--- src/rtl/demux32_1_2_buf.sv ---
// demux32_1_2_buf
//   Buffered 1-to-2 demultiplexer. One word per cycle enters on a
//   valid/ready stream and is steered by Sel into one of two independent
//   2-entry FIFOs (A for Sel=0, B for Sel=1). Each FIFO drains to its own
//   valid/ready output. Order is preserved within each FIFO only.
//
// Ports
//   clk, rst           : clock, synchronous active-high reset
//   I, Sel, in_valid   : input word, destination select, input valid
//   in_ready           : selected FIFO has room (from registered counts only)
//   OA, a_valid        : head of FIFO A and its valid
//   a_ready            : consumer A takes OA this cycle
//   OB, b_valid, b_ready : same for FIFO B
//   a_count, b_count   : FIFO occupancies, 0..2
module demux32_1_2_buf #(
    parameter int unsigned WIDTH = 32
) (
    input  logic             clk,
    input  logic             rst,
    input  logic [WIDTH-1:0] I,
    input  logic             Sel,
    input  logic             in_valid,
    output logic             in_ready,
    output logic [WIDTH-1:0] OA,
    output logic             a_valid,
    input  logic             a_ready,
    output logic [WIDTH-1:0] OB,
    output logic             b_valid,
    input  logic             b_ready,
    output logic [1:0]       a_count,
    output logic [1:0]       b_count
);

    localparam int unsigned DEPTH = 2;

    // Index 0 is FIFO A, index 1 is FIFO B.
    logic [WIDTH-1:0] mem  [2][DEPTH];
    logic [WIDTH-1:0] head [2];
    logic [1:0]       cnt  [2];
    logic             rptr [2];
    logic             wptr [2];
    logic             push [2];
    logic             pop  [2];
    logic             rdy  [2];

    always_comb begin
        rdy[0]   = a_ready;
        rdy[1]   = b_ready;
        // Never looks at the output readys: a full FIFO refuses even when
        // it is being popped in the same cycle.
        in_ready = Sel ? (cnt[1] != 2'd2) : (cnt[0] != 2'd2);
        for (int unsigned i = 0; i < 2; i++) begin
            push[i] = in_valid && in_ready && (Sel == 1'(i));
            pop[i]  = (cnt[i] != 2'd0) && rdy[i];
        end
    end

    // The head word is kept in its own register so the output holds its
    // last value when the FIFO empties, and never changes on a push to a
    // non-empty FIFO.
    always_ff @(posedge clk) begin
        if (rst) begin
            for (int unsigned i = 0; i < 2; i++) begin
                cnt[i]  <= '0;
                rptr[i] <= 1'b0;
                wptr[i] <= 1'b0;
                head[i] <= '0;
                for (int unsigned j = 0; j < DEPTH; j++) begin
                    mem[i][j] <= '0;
                end
            end
        end else begin
            for (int unsigned i = 0; i < 2; i++) begin
                if (push[i]) begin
                    mem[i][wptr[i]] <= I;
                    wptr[i]         <= ~wptr[i];
                end
                if (pop[i]) begin
                    rptr[i] <= ~rptr[i];
                end

                case ({push[i], pop[i]})
                    2'b10:   cnt[i] <= cnt[i] + 2'd1;
                    2'b01:   cnt[i] <= cnt[i] - 2'd1;
                    default: cnt[i] <= cnt[i];
                endcase

                if (pop[i]) begin
                    if (cnt[i] == 2'd2) begin
                        head[i] <= mem[i][~rptr[i]];
                    end else if (push[i]) begin
                        head[i] <= I;
                    end
                end else if ((cnt[i] == 2'd0) && push[i]) begin
                    head[i] <= I;
                end
            end
        end
    end

    assign OA      = head[0];
    assign OB      = head[1];
    assign a_valid = (cnt[0] != 2'd0);
    assign b_valid = (cnt[1] != 2'd0);
    assign a_count = cnt[0];
    assign b_count = cnt[1];

endmodule

--- config.mk ---
export PLATFORM = sky130hd
export DESIGN_NAME = demux32_1_2_buf
export DESIGN_NICKNAME = d
export VERILOG_FILES = /design/src/rtl/demux32_1_2_buf.sv
export SDC_FILE = /design/constraint.sdc
export NUM_CORES = 1
export LEC_CHECK = 0
export ABC_AREA = 1
export CAP_MARGIN = 15
export CORE_ASPECT_RATIO = 0.8
export CORE_UTILIZATION = 30
export CTS_CLUSTER_DIAMETER = 40
export DETAILED_ROUTE_END_ITERATION = 10
export PLACE_DENSITY_LB_ADDON = 0.15
export SLEW_MARGIN = 20
export SYNTH_ARGS = -nofsm -noshare
export SYNTH_HDL_FRONTEND = slang
export SYNTH_SLANG_ARGS = --single-unit
--- constraint.sdc ---
create_clock -name clk -period 3.7 [get_ports clk]
set_input_delay 1.11 -clock clk [delete_from_list [all_inputs] [get_ports clk]]
set_output_delay 1.11 -clock clk [all_outputs]
set_load 0.02 [all_outputs]
==> impl_metrics.ini <==
[grt]
grt_most_used_layer = met2
grt_pass1_wl_mm = 38.23
grt.met3_usage_pct = 2.923
grt_pass1_vias = 6344
grt_max_degree = 66
met2_usage_pct = 26.79
use_met1_pct = 23.57
grt_usage_pct = 16.70
gr-total-overflow = 0
antenna_found_initial = 0

[timing]
layout_setup_ws_ns = 0.1765
fin_crit_ns = 3.523
rsz0062_at_grt = no
finalCritPeriodShare_pct = 95.23
setup_tns_ns = 0
hold_viol = 0
finalSetupViolCount = 0
fmax_mhz = 283.8
worst_clock_skew_ns = 0.01264
tightest_slew_ns = 0.7843
slew_violations = 0
max_slew_margin_pct = 47.71

[synth]
syn_area_um2 = 9198
synth_seq_cells = 200
avgSynthCellArea_um2 = 10.46
ys_types = 22
synthCells = 879
ys_seq_area_share_pct = 65.30
yosysWarnings = 0
syn-num-nets = 923

[critical_path]
path_cells = clkdlybuf4s50_1 > inv_1 > nand2_1 > nand2_1 > clkdlybuf4s50_1
crit_path_top_delay_cell = clkdlybuf4s50_1
critical_path_buf_inv_count = 3
cpLargestDelayFamily = buffers and inverters
crit_required_ns = 2.59
path_max_fanout = 5
crit_type = primary input to primary output
start_kind = primary input
end_kind = primary output
arrival_ns = 2.41
critPathMaxStageDelay_ns = 0.59

[final_layout]
area_growth_pct = 25.21
nNetsFinal = 1033
drive_above_1_share_pct = 15.17
antennaDiodeCount = 0

[power_and_ir_drop]
swShare_pct = 28.42
p_comb_share_pct = 19.9
power.internal_uw = 4257
p_total_uw = 5948
p_leak_uw = 0.004900
clkPwrFrac_pct = 32.9
vdd_drop_max_uv = 301.4
p_per_area_nw_per_um2 = 516.5
power.switching_uw = 1691
p_seq_share_pct = 47.2

[detailed_routing]
wl_per_cell_um = 17.55
vias = 6346
dr.pass1.iters = 5
routed_wirelength_mm = 24.72
ant_nets = 0
via_per_inst = 4.507
drt_iter0_markers = 394
drc = 0

[clock_network]
cts_root_buffer = clkbuf_16
cts_setup_buffers = 0
cts_sinks = 200
htreeDepth = 4
clock_latency_ns = 0.45
cts.repair.resized = 0
cts_made_buffers = 17
hold_buffers = 0
cts_tree = done
ctsLongestPathBuffers = 2
clk_pin_slew_worst_paths_ns = 0.07

[die]
core-area_um2 = 29710
ios = 109
die_h_um = 158.6
row_count = 56
die_x_um = 197.8
initial_core_util_pct = 30.96
dieArea_um2 = 31370

[placed_design]
place_hpwl_mm = 14.84
place.gp.congestion = 0.7058
dp_slack_ns = 0.1661
io_buffers = 108

[run_status]
status = completed

[worst_hold_path]
hold_path.class = flip-flop to flip-flop

[job]
cap_violations = 0
[routing by layer]
layer,part of all wire (%),wire length (um)
met5,0,0
met4,0.72,179
met3,4.3,1066
met2,45,11240
met1,50,12230
[cells in the final DEF (no fill, tap or decap), drive strengths merged]
| master | netlist | layout |
|---|---|---|
| nand2 | 188 | 188 |
| clkinv | 0 | 7 |
| clkinvlp | 0 | 2 |
| o21ai | 37 | 37 |
| buf | 26 | 33 |
| mux2 | 32 | 32 |
| nand3 | 102 | 102 |
| clkdlybuf4s50 | 0 | 108 |
| bufinv | 0 | 3 |
| nand4 | 3 | 3 |
| ha | 6 | 6 |
| a21oi | 6 | 6 |
| inv | 114 | 117 |
| nor2 | 138 | 138 |
| edfxtp | 200 | 200 |
| clkbuf | 24 | 17 |
| or2 | 3 | 3 |
[state kept, by name (all words and copies together) (netlist names)]
name  flops
wptr      2
rptr      2
head     64
mem     128
cnt       4
[synthesized netlist by cell type]
cell type	instances	area share [%]
nor2_1	107	4.4
nand3_2	1	0.11
inv_2	6	0.24
clkbuf_1	24	0.98
or2_2	1	0.068
edfxtp_1	200	65
a21oi_1	6	0.33
nand3_1	100	5.4
or2_1	2	0.14
o21ai_0	37	2.0
buf_6	3	0.37
inv_1	108	4.4
nand2_1	185	7.6
nor2_2	30	2.0
buf_1	4	0.16
nand4_1	3	0.20
buf_2	19	1.0
nor2_4	1	0.12
nand2_2	3	0.20
mux2_2	32	3.9
ha_1	6	0.82
nand3_4	1	0.19
[worst paths after layout]
| check | startpoint | to | slack [ns] | cells past startpoint |
|---|---|---|---|---|
| hold / removal | wptr[0][1] | wptr[0][1] | 0.60 | 1 |
| setup / recovery | Sel | in_ready | 0.18 | 5 |
| hold reg to reg | wptr[0][1] | wptr[0][1] | 0.60 | 1 |
| setup reg to reg | cnt[0][0] | head[0][21] | 1.43 | 10 |
[power by group through the flow]
stage          combinational [uW]  clock [uW]  sequential (uW)
6_report                     1180        1950             2810
5_1_grt                      1300        2080             2830
4_1_cts                      1210        2000             2810
3_5_place_dp                 1200           0             2860
3_3_place_gp                 1200           0             2860
2_1_floorplan                 530           0             2980
[logic make-up (layout without fill, tap and decap cells)]
family | count (synthesis) | after routing | synth area share [%]
adders and majority gates | 6 | 6 | 0.8162
DFF | 200 | 200 | 65.30
and+or+nand+nor | 434 | 434 | 20.43
AOI/OAI and AO/OA | 43 | 43 | 2.340
buffers and inverters | 164 | 287 | 7.196
muxes | 32 | 32 | 3.918
[cell type report]
cell class | instances | area [um^2]
Tap cell | 406 | 508.0
Sequential cell | 200 | 6006
Fill cell | 3024 | 18190
Clock inverter | 15 | 175.2
Clock buffer | 17 | 425.4
Multi-Input combinational cell | 515 | 2570
Inverter | 114 | 427.9
Timing Repair Buffer | 141 | 1404
[through the flow]
step	instance area (um^2)	hold slack, ns	instances	util, %
after floorplan	9198	0.5417	879	-
after global placement	10920	0.5849	1376	36.74
after detailed placement	10920	0.5866	1376	36.74
after CTS	11520	0.5990	1408	38.76
after global routing	11520	0.6269	1408	38.76
final	11520	0.6002	1408	38.76
Power figures use the tool's default switching activity.
